**src/rtl/watch_pkg.sv**
```systemverilog
// Shared definitions for the watch mode/time-set controller.
//   mode_e        : set_mode encoding, also used directly as the controller state
//   *_DEF         : default timing parameters
//   *_W_DEF       : counter widths for the default timing parameters
//   cnt_width()   : bits needed to hold a count of 0..max_val
//   next_mode()   : mode sequence TIME -> SET_HOUR -> SET_MIN -> STOPWATCH -> TIME
// Optional feature macro used by this block: AUTO_REPEAT_EN
package watch_pkg;

    typedef enum logic [1:0] {
        MODE_TIME      = 2'd0,
        MODE_SET_HOUR  = 2'd1,
        MODE_SET_MIN   = 2'd2,
        MODE_STOPWATCH = 2'd3
    } mode_e;

    localparam int HOLD_CYCLES_DEF   = 50_000_000;
    localparam int REPEAT_CYCLES_DEF = 12_500_000;
    localparam int TIMEOUT_SEC_DEF   = 10;

    function automatic int cnt_width(input int max_val);
        return (max_val < 2) ? 1 : $clog2(max_val + 1);
    endfunction

    localparam int HOLD_W_DEF    = $clog2(HOLD_CYCLES_DEF + 1);
    localparam int TIMEOUT_W_DEF = $clog2(TIMEOUT_SEC_DEF + 1);

    function automatic mode_e next_mode(input mode_e m);
        logic [1:0] v;
        v = m;
        v = v + 2'd1;
        return mode_e'(v);
    endfunction

endpackage

```
**src/rtl/watch_set_ctrl_btn_edge_repeat.sv**
```systemverilog
// btn_edge_repeat: rising-edge detector for one debounced button, with an
// optional hold/auto-repeat generator (macro AUTO_REPEAT_EN).
// Ports:
//   clk, reset_n : clock, async active-low reset
//   btn          : debounced button level
//   rep_allow    : 1 = auto-repeat may run; 0 cancels any repeat in progress
//   press        : combinational 1-cycle press event (edge or repeat)
// With auto-repeat, the cycle of the edge counts as the first held cycle, so
// the first repeat lands on held cycle HOLD_CYCLES (HOLD_CYCLES >= 2 assumed).
module btn_edge_repeat
    import watch_pkg::*;
#(
    parameter int HOLD_CYCLES   = HOLD_CYCLES_DEF,
    parameter int REPEAT_CYCLES = REPEAT_CYCLES_DEF
) (
    input  logic clk,
    input  logic reset_n,
    input  logic btn,
    input  logic rep_allow,
    output logic press
);

    logic btn_prev_q;
    logic btn_edge;

    always_ff @(posedge clk or negedge reset_n) begin
        if (!reset_n) btn_prev_q <= 1'b0;
        else          btn_prev_q <= btn;
    end

    assign btn_edge = btn & ~btn_prev_q;

`ifdef AUTO_REPEAT_EN
    localparam int CNT_W = cnt_width((HOLD_CYCLES > REPEAT_CYCLES) ? HOLD_CYCLES : REPEAT_CYCLES);

    logic             armed_q, armed_d;
    logic [CNT_W-1:0] cnt_q, cnt_d;
    logic             rep_fire;

    always_comb begin
        armed_d  = armed_q;
        cnt_d    = cnt_q;
        rep_fire = 1'b0;
        if (!btn || !rep_allow) begin
            armed_d = 1'b0;
            cnt_d   = '0;
        end else if (btn_edge) begin
            armed_d = 1'b1;
            cnt_d   = CNT_W'(HOLD_CYCLES - 1);
        end else if (armed_q) begin
            if (cnt_q == CNT_W'(1)) begin
                rep_fire = 1'b1;
                cnt_d    = CNT_W'(REPEAT_CYCLES);
            end else begin
                cnt_d = cnt_q - CNT_W'(1);
            end
        end
    end

    always_ff @(posedge clk or negedge reset_n) begin
        if (!reset_n) begin
            armed_q <= 1'b0;
            cnt_q   <= '0;
        end else begin
            armed_q <= armed_d;
            cnt_q   <= cnt_d;
        end
    end

    assign press = btn_edge | rep_fire;
`else
    // Single press per edge; the repeat controls have no effect in this build.
    logic unused_ok;
    assign unused_ok = rep_allow ^ (HOLD_CYCLES > 0) ^ (REPEAT_CYCLES > 0);
    assign press     = btn_edge;
`endif

endmodule

```
**src/rtl/watch_set_ctrl.sv**
```systemverilog
// watch_set_ctrl: mode sequencing and time-set pulse generation for the watch.
// Optional feature macro: AUTO_REPEAT_EN (held up/down auto-repeat in SET_*).
// Ports:
//   clk, reset_n              : clock, async active-low reset
//   tick_1hz                  : 1 Hz level, rising edge detected here
//   btn_mode, btn_up, btn_down: debounced button levels
//   min_inc/min_dec/hour_inc/hour_dec : registered 1-cycle adjust pulses
//   clock_enable              : 1 = display time, 0 = display stopwatch
//   set_mode                  : current mode (watch_pkg::mode_e encoding)
//   blink                     : blank the field being set
//   sw_run, sw_clear          : stopwatch run level / 1-cycle clear pulse
//
// state          | meaning
// MODE_TIME      | normal time display, up/down ignored
// MODE_SET_HOUR  | up/down adjust hours, blink + inactivity timeout active
// MODE_SET_MIN   | up/down adjust minutes, blink + inactivity timeout active
// MODE_STOPWATCH | up toggles run, down clears when stopped
module watch_set_ctrl
    import watch_pkg::*;
#(
    parameter int HOLD_CYCLES   = HOLD_CYCLES_DEF,
    parameter int REPEAT_CYCLES = REPEAT_CYCLES_DEF,
    parameter int TIMEOUT_SEC   = TIMEOUT_SEC_DEF
) (
    input  logic       clk,
    input  logic       reset_n,
    input  logic       tick_1hz,
    input  logic       btn_mode,
    input  logic       btn_up,
    input  logic       btn_down,
    output logic       min_inc,
    output logic       min_dec,
    output logic       hour_inc,
    output logic       hour_dec,
    output logic       clock_enable,
    output logic [1:0] set_mode,
    output logic       blink,
    output logic       sw_run,
    output logic       sw_clear
);

    localparam int TO_W = cnt_width(TIMEOUT_SEC);

    mode_e           state_q, state_d;
    logic            mode_prev_q, tick_prev_q;
    logic            lock_q, lock_d;
    logic [TO_W-1:0] to_cnt_q, to_cnt_d;
    logic            blink_q, blink_d;
    logic            sw_run_q, sw_run_d;
    logic            sw_clear_q, sw_clear_d;
    logic            min_inc_q, min_inc_d, min_dec_q, min_dec_d;
    logic            hour_inc_q, hour_inc_d, hour_dec_q, hour_dec_d;

    logic mode_edge, tick_rise, both, in_set;
    logic rep_allow, up_press, dn_press, up_act, dn_act, btn_evt;

    assign mode_edge = btn_mode & ~mode_prev_q;
    assign tick_rise = tick_1hz & ~tick_prev_q;
    assign both      = btn_up & btn_down;
    assign in_set    = (state_q == MODE_SET_HOUR) || (state_q == MODE_SET_MIN);
    // Once both were held, repeat stays off until both are released.
    assign rep_allow = in_set & ~lock_q & ~both & ~mode_edge;

    btn_edge_repeat #(
        .HOLD_CYCLES   (HOLD_CYCLES),
        .REPEAT_CYCLES (REPEAT_CYCLES)
    ) u_up (
        .clk       (clk),
        .reset_n   (reset_n),
        .btn       (btn_up),
        .rep_allow (rep_allow),
        .press     (up_press)
    );

    btn_edge_repeat #(
        .HOLD_CYCLES   (HOLD_CYCLES),
        .REPEAT_CYCLES (REPEAT_CYCLES)
    ) u_dn (
        .clk       (clk),
        .reset_n   (reset_n),
        .btn       (btn_down),
        .rep_allow (rep_allow),
        .press     (dn_press)
    );

    // Mode edge wins over up/down; both held produces nothing.
    assign up_act  = up_press & ~both & ~mode_edge;
    assign dn_act  = dn_press & ~both & ~mode_edge;
    assign btn_evt = mode_edge | up_press | dn_press;

    always_comb begin
        state_d    = state_q;
        lock_d     = lock_q;
        to_cnt_d   = to_cnt_q;
        blink_d    = blink_q;
        sw_run_d   = sw_run_q;
        sw_clear_d = 1'b0;
        min_inc_d  = 1'b0;
        min_dec_d  = 1'b0;
        hour_inc_d = 1'b0;
        hour_dec_d = 1'b0;

        if (both)                      lock_d = 1'b1;
        else if (!btn_up && !btn_down) lock_d = 1'b0;

        if (mode_edge) begin
            state_d = next_mode(state_q);
        end else if (in_set && tick_rise && !btn_evt && to_cnt_q == TO_W'(1)) begin
            state_d = MODE_TIME;
        end

        case (state_q)
            MODE_SET_HOUR: begin
                hour_inc_d = up_act;
                hour_dec_d = dn_act;
            end
            MODE_SET_MIN: begin
                min_inc_d = up_act;
                min_dec_d = dn_act;
            end
            MODE_STOPWATCH: begin
                if (up_act) sw_run_d = ~sw_run_q;
                sw_clear_d = dn_act & ~sw_run_q;
            end
            default: ;
        endcase

        // Down-counter of remaining inactive seconds, reloaded on activity.
        if (state_d != state_q || btn_evt) begin
            to_cnt_d = TO_W'(TIMEOUT_SEC);
        end else if (in_set && tick_rise) begin
            to_cnt_d = to_cnt_q - TO_W'(1);
        end

        if (state_d != state_q || !in_set) begin
            blink_d = 1'b0;
        end else if (tick_rise) begin
            blink_d = ~blink_q;
        end
    end

    always_ff @(posedge clk or negedge reset_n) begin
        if (!reset_n) begin
            state_q     <= MODE_TIME;
            mode_prev_q <= 1'b0;
            tick_prev_q <= 1'b0;
            lock_q      <= 1'b0;
            to_cnt_q    <= '0;
            blink_q     <= 1'b0;
            sw_run_q    <= 1'b0;
            sw_clear_q  <= 1'b0;
            min_inc_q   <= 1'b0;
            min_dec_q   <= 1'b0;
            hour_inc_q  <= 1'b0;
            hour_dec_q  <= 1'b0;
        end else begin
            state_q     <= state_d;
            mode_prev_q <= btn_mode;
            tick_prev_q <= tick_1hz;
            lock_q      <= lock_d;
            to_cnt_q    <= to_cnt_d;
            blink_q     <= blink_d;
            sw_run_q    <= sw_run_d;
            sw_clear_q  <= sw_clear_d;
            min_inc_q   <= min_inc_d;
            min_dec_q   <= min_dec_d;
            hour_inc_q  <= hour_inc_d;
            hour_dec_q  <= hour_dec_d;
        end
    end

    assign set_mode     = state_q;
    assign clock_enable = (state_q != MODE_STOPWATCH);
    assign blink        = blink_q;
    assign sw_run       = sw_run_q;
    assign sw_clear     = sw_clear_q;
    assign min_inc      = min_inc_q;
    assign min_dec      = min_dec_q;
    assign hour_inc     = hour_inc_q;
    assign hour_dec     = hour_dec_q;

endmodule

```
**config.mk**
```make
export PLATFORM = sky130hd
export DESIGN_NAME = watch_set_ctrl
export DESIGN_NICKNAME = d
export VERILOG_FILES = /design/src/rtl/watch_pkg.sv /design/src/rtl/watch_set_ctrl_btn_edge_repeat.sv /design/src/rtl/watch_set_ctrl.sv
export SDC_FILE = /design/constraint.sdc
export NUM_CORES = 1
export LEC_CHECK = 0
export CAP_MARGIN = 15
export CORE_AREA = 2 2 45 47
export DETAILED_ROUTE_END_ITERATION = 10
export DIE_AREA = 0 0 47 49
export PLACE_DENSITY = 0.75
export SETUP_SLACK_MARGIN = 0.3
export SYNTH_ARGS = -nofsm -noshare
export SYNTH_HDL_FRONTEND = slang
export SYNTH_HIERARCHICAL = 1
export SYNTH_SLANG_ARGS = --single-unit
```
**constraint.sdc**
```tcl
create_clock -name clk -period 5.9 [get_ports clk]
set_clock_uncertainty 0.2 [all_clocks]
set_input_delay 0.885 -clock clk [delete_from_list [all_inputs] [get_ports clk]]
set_output_delay 0.885 -clock clk [all_outputs]
set_load 0.05 [all_outputs]
```
==> reports/metrics.cfg <==
[detailed_routing]
drt-pass1-iter-count=4
dr.first_iter.drc_count=14
viasPerCell=5.02
drc=0
postRouteAntennaNets=0
vias=592
wl_per_cell_um=12.8
drt-total-wl_mm=1.51

[layout]
drive_gt1_frac=0.121
layout_commonest_cell=dfrtp_1
fillerInstances=172
regArea_sq_um=425
multi_input_area_sq_um=379
fin_area_sq_mm=0.00104
finalNetCount=104
area_delta_synth_final_pct=23.9
diodes=0
final_cell_mix=17 x dfrtp_1, 15 x clkdlybuf4s50_1, 8 x nor2_1

[power_and_ir_drop]
power.density_mw_per_mm2=327
peakVddDrop_v=0.000192
seq_power_share=0.436
p_sw_mw=0.136
p_leak_nw=0.478
p_sw_frac=0.400
pwr-share-comb=0.385
p_int_mw=0.204
pwr-share-clk=0.178
finalPower_mw=0.339

[global_routing]
track_usage=0.151
grt_pass1_wl_mm=2.50
grt_pass1_vias=543
grt_overflow_total=0
grt_max_degree=18
antenna_found_initial=0

[critical_path]
worstSetupEndpointType=output port
r2r_setup_slack_ns=3.53
worst_ep_required_time_ns=4.82
reg2regPathDepth=5
worstReg2RegStart=set_mode[0]$_DFF_PN0_
critPathMaxFanout=7
path_class=reg -> out
critPathArrivalTime_ns=1.87
worstSetupStartpointType=flop
regToRegEndpoint=set_mode[1]$_DFF_PN0_

[timing]
max_slew.worst_pin.slew_ns=0.746
finalSetupTns_ns=0
fmax_ghz=0.338
fin_crit_ns=2.95
holdWs_ns=0.304
hold_viol_final=0
drv_slew=0
slew-limit-headroom=0.501
finalCritPeriodShare=0.501
finalSetupViolCount=0
rsz0062_at_grt=false

[clock_tree]
clock_latency_ns=0.29
clk_pin_slew_ns=0.10
post_cts_buffers=0
cts_root_buffer=clkbuf_4
cts.sinks=17
clock_path_buffers=2
cts-buffers-inserted=3
ctsHoldBuffers=0
cts_tree=done
htreeDepth=1
ctsResizeCount=0

[die]
die_h_um=49
dieArea_sq_mm=0.00230
io_pins=16
core_area_sq_mm=0.00184
start_util=0.455
dieWidth_um=47
rows=16

[yosys]
netlist_area_sq_um=838
synth_area_per_cell_sq_um=11.5
synthesis.instances=73
yosysWarnings=6
synthesis.nets=85

[job]
drv_cap=0

[status]
status=complete, no violations

[placement]
gp_congestion=0.787
hpwl_mm=1.08
port_buffers=15
placed_cell_area_sq_mm=0.00101

[hold_path]
hp-start=sw_run$_DFFE_PN0P_
hp-class=reg -> reg
min_to=sw_run$_DFFE_PN0P_
worstHoldPathCells=1

power by group through the flow:
stage	Combinational [mW]	Sequential (mW)	Clock, mW
after CTS	0.131	0.148	0.0637
final	0.131	0.148	0.0605
after floorplan	0.0524	0.186	0
after global routing	0.140	0.150	0.0683
after global placement	0.127	0.150	0
after detailed placement	0.130	0.151	0
per-stage QoR:
stage	setup slack [ns]	util	instances
5_1_grt	2.87	0.564	118
4_1_cts	2.93	0.564	118
2_1_floorplan	3.53	-	73
6_report	2.95	0.564	118
3_5_place_dp	3.17	0.549	114
3_3_place_gp	3.22	0.549	114
flip-flops by register name, summed over array words and instances (netlist names):
register / count
to_cnt_q: 4
set_mode: 2
blink: 1
hour_dec: 1
hour_inc: 1
min_dec: 1
min_inc: 1
mode_prev_q: 1
sw_clear: 1
sw_run: 1
tick_prev_q: 1
u_dn/btn_prev_q: 1
u_up/btn_prev_q: 1
layer usage:
metal | global-route usage | wire length (um)
met1 | 0.174 | 671
met2 | 0.247 | 773
met3 | 0.0333 | 40
met4 | 0.0833 | 24
met5 | 0 | 0
worst max-delay path by stage:
stage,from,end,slack [ns]
floorplan,set_mode[0]$_DFF_PN0_,set_mode[0]$_DFF_PN0_,3.53
global placement,tick_1hz,set_mode[0]$_DFF_PN0_,3.22
detailed placement,tick_1hz,set_mode[1]$_DFF_PN0_,3.17
CTS,set_mode[0]$_DFF_PN0_,clock_enable,2.93
global route,set_mode[0]$_DFF_PN0_,clock_enable,2.87
finish,set_mode[0]$_DFF_PN0_,clock_enable,2.95
worst max-delay path: stages, from the launching register on:
cell and delay [ns]:
dfrtp_1 0.47, ha_1 0.26, inv_1 0.06, clkdlybuf4s50_1 0.79
cell type report:
type	instances	share of cell area
clock inverters	1	0.00482
flip-flops and latches	17	0.410
inverters	6	0.0217
well taps	27	0.0325
repair buffers	15	0.145
clock buffers	3	0.0217
multi-input cells	49	0.365
Power figures use the tool's default switching activity.
